[config.mk]
export PLATFORM = sky130hd
export DESIGN_NAME = coherent_bus_arbiter
export DESIGN_NICKNAME = d
export VERILOG_FILES = /design/src/rtl/coherent_bus_arbiter_pkg.sv /design/src/rtl/rr_picker.sv /design/src/rtl/coherent_bus_arbiter.sv
export SDC_FILE = /design/constraint.sdc
export NUM_CORES = 1
export LEC_CHECK = 0
export ABC_AREA = 1
export CORE_AREA = 2 2 236 238
export CTS_CLUSTER_SIZE = 12
export DETAILED_ROUTE_END_ITERATION = 10
export DIE_AREA = 0 0 238 240
export PLACE_DENSITY_LB_ADDON = 0.2
export SLEW_MARGIN = 0
export SYNTH_ARGS = -nofsm -noshare
export SYNTH_HDL_FRONTEND = slang
export SYNTH_SLANG_ARGS = --single-unit
[constraint.sdc]
create_clock -name clk_i -period 5.16 [get_ports clk_i]
set_clock_uncertainty 0.05 [all_clocks]
set_input_delay 1.032 -clock clk_i [delete_from_list [all_inputs] [get_ports clk_i]]
set_output_delay 1.032 -clock clk_i [all_outputs]
set_load 0.005 [all_outputs]
[src/rtl/coherent_bus_arbiter_pkg.sv]
// Shared types and constants for the coherent bus arbiter: FSM encoding,
// L2 request view and block data width helpers.
package coherent_bus_arbiter_pkg;

  localparam int unsigned WordWidth  = 32;
  localparam int unsigned DATA_WIDTH = WordWidth * 2;

  typedef enum logic [2:0] {
    StIdle,
    StSnoop,
    StCollect,
    StTransfer,
    StReadL2,
    StResp
  } arb_state_t;

  typedef struct packed {
    logic        ren;
    logic [31:0] addr;
  } l2_state_t;

  function automatic int unsigned data_width(int unsigned block_size);
    return WordWidth * block_size;
  endfunction

endpackage

[src/rtl/rr_picker.sv]
// Round-robin priority picker: one-hot grant of the first request at or
// after the pointer, wrapping from CPUS-1 back to 0.
module rr_picker #(
  parameter int unsigned CPUS = 4,
  localparam int unsigned PtrW = $clog2(CPUS)
) (
  input  logic [CPUS-1:0] req_i,
  input  logic [PtrW-1:0] ptr_i,
  output logic [CPUS-1:0] gnt_o
);

  always_comb begin
    int unsigned idx;
    logic        found;
    logic [PtrW-1:0] sel;
    gnt_o = '0;
    found = 1'b0;
    idx   = 0;
    sel   = '0;
    for (int unsigned k = 0; k < CPUS; k++) begin
      idx = 32'(ptr_i) + k;
      if (idx >= CPUS) idx = idx - CPUS;
      sel = PtrW'(idx);
      if (!found && req_i[sel]) begin
        gnt_o[sel] = 1'b1;
        found      = 1'b1;
      end
    end
  end

endmodule

[src/rtl/coherent_bus_arbiter.sv]
// Snooping bus arbiter: grants one L1 port at a time, snoops the others and
// returns the block from the lowest-index hitter or from L2 on a miss.
module coherent_bus_arbiter
  import coherent_bus_arbiter_pkg::*;
#(
  parameter int unsigned CPUS          = 4,
  parameter int unsigned BLOCK_SIZE    = DATA_WIDTH / WordWidth,
  parameter int unsigned SNOOP_TIMEOUT = 16,
  localparam int unsigned DW           = data_width(BLOCK_SIZE),
  localparam int unsigned PtrW         = $clog2(CPUS)
) (
  input  logic               clk_i,
  input  logic               rst_i,
  input  logic [CPUS-1:0]    req_rd_i,
  input  logic [CPUS-1:0]    req_rdx_i,
  input  logic [CPUS*32-1:0] req_addr_i,
  input  logic [CPUS-1:0]    snoop_hit_i,
  input  logic [CPUS-1:0]    snoop_done_i,
  input  logic [CPUS*DW-1:0] snoop_data_i,
  input  logic               l2_ack_i,
  input  logic [DW-1:0]      l2_rdata_i,
  output logic [CPUS-1:0]    grant_o,
  output logic [CPUS-1:0]    snoop_req_o,
  output logic [31:0]        snoop_addr_o,
  output logic               snoop_inv_o,
  output logic               l2_ren_o,
  output logic [31:0]        l2_addr_o,
  output logic [CPUS-1:0]    resp_valid_o,
  output logic [DW-1:0]      resp_data_o,
  output logic               resp_shared_o,
  output logic               timeout_err_o
);

  arb_state_t      state_q, state_d;
  logic [PtrW-1:0] ptr_q, ptr_d;
  logic [PtrW-1:0] owner_q, owner_d;
  logic [CPUS-1:0] grant_q, grant_d;
  logic [31:0]     addr_q, addr_d;
  logic            rdx_q, rdx_d;
  logic [CPUS-1:0] done_q, done_d;
  logic [CPUS-1:0] hit_q, hit_d;
  logic [7:0]      cnt_q, cnt_d;
  logic [DW-1:0]   data_q, data_d;
  logic            tout_q, tout_d;

  logic [CPUS-1:0] req_any, pick_gnt;
  logic [PtrW-1:0] pick_idx, hit_idx;
  logic            pick_rdx;
  logic [31:0]     pick_addr;
  logic [CPUS-1:0] done_acc, hit_acc;
  logic            all_done, cnt_expired;
  l2_state_t       l2;

  assign req_any = req_rd_i | req_rdx_i;

  rr_picker #(
    .CPUS (CPUS)
  ) u_picker (
    .req_i (req_any),
    .ptr_i (ptr_q),
    .gnt_o (pick_gnt)
  );

  always_comb begin
    pick_idx = '0;
    for (int unsigned i = 0; i < CPUS; i++) begin
      if (pick_gnt[i]) pick_idx = PtrW'(i);
    end
    hit_idx = '0;
    for (int i = CPUS - 1; i >= 0; i--) begin
      if (hit_q[i]) hit_idx = PtrW'(i);
    end
  end

  // rdx wins when a port raises both request lines
  assign pick_rdx  = |(pick_gnt & req_rdx_i);
  assign pick_addr = req_addr_i[32*pick_idx +: 32];

  // Only non-owners are snooped; a hit counts once its responder is done
  assign done_acc    = done_q | (snoop_done_i & ~grant_q);
  assign hit_acc     = hit_q | (snoop_hit_i & snoop_done_i & ~grant_q);
  assign all_done    = &(done_acc | grant_q);
  assign cnt_expired = (cnt_q == 8'(SNOOP_TIMEOUT - 1));

  always_ff @(posedge clk_i or posedge rst_i) begin
    if (rst_i) begin
      state_q <= StIdle;
    end else begin
      state_q <= state_d;
    end
  end

  always_comb begin
    state_d = state_q;
    unique case (state_q)
      StIdle:     if (|req_any) state_d = StSnoop;
      StSnoop:    state_d = StCollect;
      StCollect:  if (all_done || cnt_expired) state_d = (|hit_acc) ? StTransfer : StReadL2;
      StTransfer: state_d = StResp;
      StReadL2:   if (l2_ack_i) state_d = StResp;
      StResp:     state_d = StIdle;
      default:    state_d = StIdle;
    endcase
  end

  always_comb begin
    ptr_d   = ptr_q;
    owner_d = owner_q;
    grant_d = grant_q;
    addr_d  = addr_q;
    rdx_d   = rdx_q;
    done_d  = done_q;
    hit_d   = hit_q;
    cnt_d   = cnt_q;
    data_d  = data_q;
    tout_d  = 1'b0;
    case (state_q)
      StIdle: begin
        if (|req_any) begin
          grant_d = pick_gnt;
          owner_d = pick_idx;
          addr_d  = pick_addr;
          rdx_d   = pick_rdx;
        end
      end
      StSnoop: begin
        done_d = '0;
        hit_d  = '0;
        cnt_d  = '0;
      end
      StCollect: begin
        done_d = done_acc;
        hit_d  = hit_acc;
        cnt_d  = cnt_q + 8'd1;
        tout_d = cnt_expired && !all_done;
      end
      StTransfer: data_d = snoop_data_i[DW*hit_idx +: DW];
      StReadL2:   if (l2_ack_i) data_d = l2_rdata_i;
      StResp: begin
        grant_d = '0;
        ptr_d   = (32'(owner_q) == CPUS - 1) ? '0 : owner_q + 1'b1;
      end
      default: ;
    endcase
  end

  always_ff @(posedge clk_i or posedge rst_i) begin
    if (rst_i) begin
      ptr_q   <= '0;
      owner_q <= '0;
      grant_q <= '0;
      addr_q  <= '0;
      rdx_q   <= 1'b0;
      done_q  <= '0;
      hit_q   <= '0;
      cnt_q   <= '0;
      data_q  <= '0;
      tout_q  <= 1'b0;
    end else begin
      ptr_q   <= ptr_d;
      owner_q <= owner_d;
      grant_q <= grant_d;
      addr_q  <= addr_d;
      rdx_q   <= rdx_d;
      done_q  <= done_d;
      hit_q   <= hit_d;
      cnt_q   <= cnt_d;
      data_q  <= data_d;
      tout_q  <= tout_d;
    end
  end

  always_comb begin
    l2.ren        = (state_q == StReadL2);
    l2.addr       = addr_q;
    grant_o       = grant_q;
    snoop_req_o   = '0;
    snoop_addr_o  = addr_q;
    snoop_inv_o   = rdx_q && (state_q != StIdle);
    l2_ren_o      = l2.ren;
    l2_addr_o     = l2.addr;
    resp_valid_o  = '0;
    resp_data_o   = data_q;
    resp_shared_o = 1'b0;
    timeout_err_o = tout_q;
    case (state_q)
      StSnoop: snoop_req_o = ~grant_q;
      StResp: begin
        resp_valid_o  = grant_q;
        resp_shared_o = (|hit_q) && !rdx_q;
      end
      default: ;
    endcase
  end

endmodule

Yosys cells after proc, flatten, opt, wreduce, memory -nomap -nowiden
Index checks and enable logic that the tools add are counted.
{"block": "op_classes", "muxes": 51, "n_bitwise": 12, "reduce_logical": 30, "n_eq_ne": 10, "addsub": 9, "n_shift": 2, "order_cmp": 12}
{"cell": "256-bit by 9-bit indexed part select with 64-bit output", "n": 1}
{"cell": "64-bit case mux with 2 select lines", "n": 1}
{"cell": "128-bit by 8-bit indexed part select with 32-bit output", "n": 1}
{"cell": "64-bit two-way mux", "n": 1}
{"cell": "4-bit two-way mux", "n": 7}
{"cell": "4-bit bitwise OR", "n": 7}
{"cell": "4-bit case mux with 2 select lines", "n": 3}
{"cell": "2-bit two-way mux", "n": 11}
{"cell": "4-bit AND", "n": 4}
{"cell": "8-bit case mux with 2 select lines", "n": 1}
{"cell": "4-bit OR reduction", "n": 4}
{"cell": "3-bit case mux with 5 select lines", "n": 1}
{"cell": "1-bit two-way mux", "n": 14}
{"cell": "2-bit by 3-bit < comparator with 1-bit output, second input constant", "n": 4}
{"cell": "3-bit two-way mux", "n": 4}
{"cell": "1-bit logical AND", "n": 10}
{"cell": "3-bit >= comparator, second input constant", "n": 3}
{"cell": "8-bit by 1-bit adder with 8-bit output, second input constant", "n": 1}
{"cell": "1-bit binary-select mux with 2-bit select", "n": 4}
{"cell": "1-bit demux with 2-bit select", "n": 4}
{"cell": "8-bit by 4-bit == test with 1-bit output, second input constant", "n": 1}
{"cell": "2-bit by 1-bit >= comparator with 1-bit output, second input constant", "n": 4}
{"cell": "2-bit by 1-bit subtractor with 2-bit output, second input constant", "n": 4}
{"cell": "2-bit by 2-bit adder with 3-bit output, second input constant", "n": 2}
{"cell": "other kinds (17)", "n": 29}
{"block": "totals", "elab_cells": 137, "output_inout_bits": 144, "inputBits": 467, "register_bits": 125}

Longest topological paths before layout
{"block": "depth", "word_depth": 18, "depth_mapped": 18, "mapped_depth_nobuf": 17}

Modules after synthesis
A second synthesis with hierarchy kept.
{"block": "unflattened", "hier_cells": 1794, "hier_area_um2": 10503.8}
{"mod": "coherent_bus_arbiter", "area_each_um2": 10107.2, "n_inst": 1, "cells_each": 1721, "seq_area_each_um2": 3128.0}
{"mod": "rr_picker", "area_each_um2": 396.6, "n_inst": 1, "cells_each": 73, "seq_area_each_um2": 0.0}

Worst setup path after synthesis
OpenSTA, ideal clock, no wires.
{"block": "synth_path", "path_kind": "input -> register", "from": "input port req_rdx_i[3]", "to": "register addr_q[27] (netlist: l2_addr_o[27])", "arrival_ps": 2508, "setup_slack_ps": 2485, "t_required_ps": 4993, "stages": 15, "path_cell_list": "nor2_1 > nand2_1 > nand3_1 > nand2_1 > nor2_4 > nand3_1 > nand3b_4 > nand2_2 > nand2_2 > buf_2 > nand2_1 > nand2_1 > nand2_1 > nand2_1 > nand2_1"}
{"block": "synth_via", "elab_chain_len": 17, "elab_cells_between_ends": 31, "cone_classes": "shift (1); mux (18); bitwise (4); reduce/logical (8)"}
{"element": "start, declared", "line": "coherent_bus_arbiter.sv:15", "text": "input logic [CPUS-1:0] req_rdx_i,"}
{"element": "4-bit bitwise OR (*)", "line": "coherent_bus_arbiter.sv:54", "text": "assign req_any = req_rd_i | req_rdx_i;"}
{"element": "1-bit binary-select mux with 2-bit select", "line": "rr_picker.sv:24", "text": "if (!found && req_i[sel]) begin"}
{"element": "1-bit two-way mux (not written as such)", "line": "rr_picker.sv:24"}
{"element": "1-bit two-way mux", "line": "rr_picker.sv:24"}
{"element": "1-bit logical NOT", "line": "rr_picker.sv:24"}
{"element": "1-bit logical AND", "line": "rr_picker.sv:24"}
{"element": "1-bit two-way mux", "line": "rr_picker.sv:24"}
{"element": "1-bit logical NOT", "line": "rr_picker.sv:24"}
{"element": "1-bit logical AND", "line": "rr_picker.sv:24"}
{"element": "1-bit two-way mux", "line": "rr_picker.sv:24"}
{"element": "1-bit logical NOT", "line": "rr_picker.sv:24"}
{"element": "1-bit logical AND", "line": "rr_picker.sv:24"}
{"element": "4-bit two-way mux", "line": "rr_picker.sv:24"}
{"element": "1-bit two-way mux", "line": "coherent_bus_arbiter.sv:67", "text": "if (pick_gnt[i]) pick_idx = PtrW'(i);"}
{"element": "2-bit two-way mux (2 in a row)", "line": "coherent_bus_arbiter.sv:67"}
{"element": "128-bit by 8-bit indexed part select with 32-bit output", "line": "coherent_bus_arbiter.sv:77", "text": "assign pick_addr = req_addr_i[32*pick_idx +: 32];"}
{"element": "end signal, assigned", "line": "coherent_bus_arbiter.sv:163", "text": "addr_q <= addr_d;"}
{"element": "end, declared", "line": "coherent_bus_arbiter.sv:38", "text": "logic [31:0] addr_q, addr_d;"}
Mark *: on every way between the ends. The rest lies on a longest branch, timed or not. The select of a mux whose other input is x is not followed.
A chain may end at the register's enable or synchronous reset.

Final worst setup path
{"block": "layout_path", "from": "register state_q[2]", "to": "output port resp_shared_o"}
{"block": "layout_via", "elab_chain_len": 2}
{"element": "start, declared", "line": "coherent_bus_arbiter.sv:34", "text": "arb_state_t state_q, state_d;"}
{"element": "start signal, assigned", "line": "coherent_bus_arbiter.sv:87", "text": "state_q <= StIdle;"}
{"element": "start signal, assigned", "line": "coherent_bus_arbiter.sv:89", "text": "state_q <= state_d;"}
{"element": "3-bit == test", "line": "coherent_bus_arbiter.sv:186", "text": "case (state_q)"}
{"element": "1-bit two-way mux", "line": "coherent_bus_arbiter.sv:186"}
{"element": "end, declared", "line": "coherent_bus_arbiter.sv:30", "text": "output logic resp_shared_o,"}
No other way between the ends.

==> summary.json <==
{
  "critical_path_required": {"value": 4080, "unit": "ps"},
  "cellPowerDensity": {"value": 540, "unit": "mW/mm^2"},
  "timing_worst_slew_pin_value": {"value": 1060, "unit": "ps"},
  "post_cts_resize_count": {"value": 0},
  "grt_setup_unrepaired": {"value": "false"},
  "floorplan.io_pins": {"value": 611},
  "layout_common_cells": {"value": "610 x sky130_fd_sc_hd__clkdlybuf4s50_1, 387 x sky130_fd_sc_hd__nor2_1, 335 x sky130_fd_sc_hd__nand2_1"},
  "yosysWarningCount": {"value": 0},
  "grt_antenna_before_repair": {"value": 38},
  "worst-path-stages": {"value": 5},
  "gp_routability_congestion": {"value": 0.878},
  "global_route.overflow_total": {"value": 0},
  "postRouteAntennaNets": {"value": 0},
  "synth_area_per_cell": {"value": 6.23, "unit": "sq um"},
  "final_cells": {"value": 2778},
  "dpl.hpwl": {"value": 44500, "unit": "um"},
  "fin_util": {"value": 30.6, "unit": "%"},
  "tritoncts.num_buffers": {"value": 17},
  "critical_path.max_stage_delay": {"value": 690, "unit": "ps"},
  "critical_path.max_fanout": {"value": 8},
  "postCtsSetupRepairBufs": {"value": 0},
  "drt_drc_violations_left": {"value": 0},
  "clock_latency_on_the_worst_skew_pair": {"value": 490, "unit": "ps"},
  "drt_first_pass_iters": {"value": 4},
  "worstSetupStartpoint": {"value": "state_q[2]"},
  "synth.cell_area": {"value": 0.00954, "unit": "sq mm"},
  "synth-xor-area-share": {"value": 0.0918, "unit": "%"},
  "cts_tree": {"value": "done"},
  "fillerInstances": {"value": 6009},
  "maximum_number_of_pins_on_one_net_before_global_route_repair": {"value": 129},
  "floorplan_die_area": {"value": 0.0571, "unit": "sq mm"},
  "cts-root-buf": {"value": "sky130_fd_sc_hd__clkbuf_16"},
  "synth_fp_nets": {"value": 2010},
  "commonest_non_fill_non_tap_cell_in_the_layout": {"value": "sky130_fd_sc_hd__clkdlybuf4s50_1"},
  "synthesized_area_fraction_occupied_by_ao_oa_aoi_and_oai_cells": {"value": 19.9, "unit": "%"},
  "worstSetupPathType": {"value": "reg2out"},
  "synth.area.mux_share": {"value": 0, "unit": "%"},
  "synthCells": {"value": 1533},
  "wire_length_of_the_first_global_routing_pass": {"value": 81800, "unit": "um"},
  "clock-sinks": {"value": 125},
  "critPathLaunchType": {"value": "register"},
  "ys_seq_area_share": {"value": 32.8, "unit": "%"},
  "hp-start": {"value": "owner_q[1]"},
  "cts_max_level": {"value": 4},
  "synth_top_family_by_area": {"value": "simple AND/OR/NAND/NOR gates"},
  "die_h": {"value": 240, "unit": "um"},
  "worst_slew_slack_as_a_fraction_of_its_limit": {"value": 29.4, "unit": "%"},
  "floorplan.rows": {"value": 86},
  "final_max_slew_viol_count": {"value": 0},
  "synthAdderAreaFrac": {"value": 1.31, "unit": "%"},
  "initial_core_util": {"value": 17.5, "unit": "%"},
  "io_buffer_count": {"value": 610},
  "critical_path_buf_inv_count": {"value": 3},
  "die_w": {"value": 238, "unit": "um"},
  "path_cells": {"value": "inv_1 > nor3_1 > inv_1 > a311oi_1 > clkdlybuf4s50_1"},
  "critical_path.reg2reg.endpoint": {"value": "l2_addr_o[6]"},
  "finalNetCount": {"value": 2520},
  "gr-usage-all-layers": {"value": 19.6, "unit": "%"},
  "first_global_vias": {"value": 12600},
  "synth_area_in_simple_gates": {"value": 33.5, "unit": "%"},
  "power.total": {"value": 9.02, "unit": "mW"},
  "post-place-cells": {"value": 2728},
  "wire_per_inst": {"value": 20.7, "unit": "um"},
  "core-area": {"value": 0.0547, "unit": "sq mm"},
  "worst_ep_arrival_time": {"value": 2840, "unit": "ps"},
  "critical_path.slowest_cell": {"value": "sky130_fd_sc_hd__clkdlybuf4s50_1"},
  "achievable-frequency": {"value": 255, "unit": "MHz"},
  "cts.path.max_buffers": {"value": 2},
  "hold_buffers": {"value": 0},
  "worstHoldPathType": {"value": "reg2reg"},
  "cts.reportedPaths.clkPinSlew": {"value": 60, "unit": "ps"},
  "hold_viol_final": {"value": 0},
  "post_route_cells_drive_above_1_share": {"value": 3.45, "unit": "%"},
  "final_period_utilization": {"value": 76.0, "unit": "%"},
  "delay_heaviest_family_cp": {"value": "buffers and inverters"},
  "reg2reg_depth": {"value": 14},
  "drt_wl_total": {"value": 57600, "unit": "um"},
  "cellLeakagePower": {"value": 7.22, "unit": "nW"},
  "drt-vias-per-instance": {"value": 4.53},
  "worstSetupEndpoint": {"value": "resp_shared_o"},
  "crit_path_end_kind": {"value": "primary output"},
  "synth.lib_cells_used.distinct": {"value": 32},
  "run_status": {"value": "completed"},
  "setup_tns": {"value": 0, "unit": "ps"},
  "cap_violations": {"value": 0},
  "finalCriticalPeriod": {"value": 3920, "unit": "ps"},
  "dr_total_vias": {"value": 12600},
  "crit_path_top_cell_by_count": {"value": "sky130_fd_sc_hd__inv_1"},
  "timing.hold.ws": {"value": 454, "unit": "ps"},
  "regToRegStartpoint": {"value": "ptr_q[1]"},
  "timing.final.setup_violations": {"value": 0},
  "synth_seq_cells": {"value": 125},
  "detail_route.iter0.violations": {"value": 634},
  "syn_to_final_growth": {"value": 75.1, "unit": "%"},
  "worst_setup_slack_for_register_to_register_paths": {"value": 1310, "unit": "ps"},
  "vdd.ir_drop.worst": {"value": 0.000315, "unit": "V"}
}
[per-layer routing]
metal  wire [um]  GRT usage [%]
met2       28400           33.5
met1       21600           21.1
met4        2080           9.53
met5         114              0
met3        5420           7.70
[synth_stat cells]
library cell	n	area (sq um)
sky130_fd_sc_hd__nand4_1	31	194
sky130_fd_sc_hd__o32ai_1	66	578
sky130_fd_sc_hd__a31oi_1	6	37.5
sky130_fd_sc_hd__clkbuf_1	71	267
sky130_fd_sc_hd__xor2_1	1	8.76
sky130_fd_sc_hd__nand3_4	1	17.5
sky130_fd_sc_hd__nand2_2	5	31.3
sky130_fd_sc_hd__nor2_1	388	1460
sky130_fd_sc_hd__buf_6	3	33.8
sky130_fd_sc_hd__buf_4	32	240
sky130_fd_sc_hd__nor3_1	6	30.0
sky130_fd_sc_hd__inv_1	134	503
sky130_fd_sc_hd__o21ai_4	1	16.3
sky130_fd_sc_hd__inv_2	5	18.8
sky130_fd_sc_hd__buf_2	15	75.1
sky130_fd_sc_hd__nor2_2	1	6.26
sky130_fd_sc_hd__a311oi_1	1	8.76
sky130_fd_sc_hd__a22o_1	1	8.76
sky130_fd_sc_hd__o22ai_1	2	12.5
sky130_fd_sc_hd__nand2_1	337	1260
sky130_fd_sc_hd__o31ai_1	1	7.51
sky130_fd_sc_hd__dfrtp_1	125	3130
sky130_fd_sc_hd__a21oi_1	169	846
sky130_fd_sc_hd__nand3_1	25	125
sky130_fd_sc_hd__o21ai_0	76	380
sky130_fd_sc_hd__nand3_2	2	20.0
sky130_fd_sc_hd__ha_1	10	125
sky130_fd_sc_hd__nand3b_4	1	20.0
sky130_fd_sc_hd__inv_4	1	6.26
sky130_fd_sc_hd__nor2_4	2	22.5
sky130_fd_sc_hd__buf_1	13	48.8
sky130_fd_sc_hd__nor4_1	1	6.26
[worst register-to-register path: cells and delay by family (launching register included)]
family	cells	cell delay [ps]
AO/OA/AOI/OAI	1	160
adder cells (fa/ha/maj)	1	380
buffers and inverters	3	710
flip-flops	1	580
AND/OR/NAND/NOR	9	1890
[per-stage QoR]
| step | setup WS [ps] | cell area [sq um] |
|---|---|---|
| global placement | 879 | 16000 |
| floorplan | 750 | 9540 |
| CTS | 1170 | 16700 |
| detailed placement | 787 | 16000 |
| finish | 1240 | 16700 |
| global route | 914 | 16700 |
[final cells by class]
class | count | area [sq um] | area share, %
clock buffers | 21 | 460 | 2.76
diodes | 18 | 45.0 | 0.270
clock inverters | 11 | 156 | 0.936
well taps | 704 | 881 | 5.27
repair buffers | 625 | 6260 | 37.4
multi-input cells | 1134 | 5250 | 31.4
flip-flops and latches | 125 | 3130 | 18.7
inverters | 140 | 536 | 3.21
[registers in the layout, summed over array words and instances, names as in the netlist]
signal and count:
ptr_q 2, grant_o 4, done_q 4, cnt_q 8, rdx_q 1, l2_addr_o 32, resp_data_o 64, state_q 3
timeout_err_o 1, owner_q 2, hit_q 4
[kinds of logic (layout without fill, tap and decap cells)]
| logic type | count (synthesis) | after routing |
|---|---|---|
| compound gates | 323 | 323 |
| xor+xnor | 1 | 1 |
| fa+ha+maj | 10 | 10 |
| buf+inv | 274 | 797 |
| flops | 125 | 125 |
| other cells | 0 | 18 |
| simple gates | 800 | 800 |
[worst min path at each step]
stage,endpoint,slack [ps],cells past startpoint
6_report,owner_q[1],450,2
5_1_grt,cnt_q[0],480,1
4_1_cts,owner_q[1],450,2
3_5_place_dp,owner_q[1],440,2
3_3_place_gp,owner_q[1],430,2
2_1_floorplan,owner_q[1],410,2
[where the power goes]
group / switching, mW / total [mW] / internal (mW) / leakage [nW]
logic: 3.33 / 5.84 / 2.51 / 5.46
clock network: 0.541 / 1.33 / 0.789 / 0.291
registers: 0.380 / 1.84 / 1.46 / 1.46
Note: power is estimated with default switching activity, not from simulation.
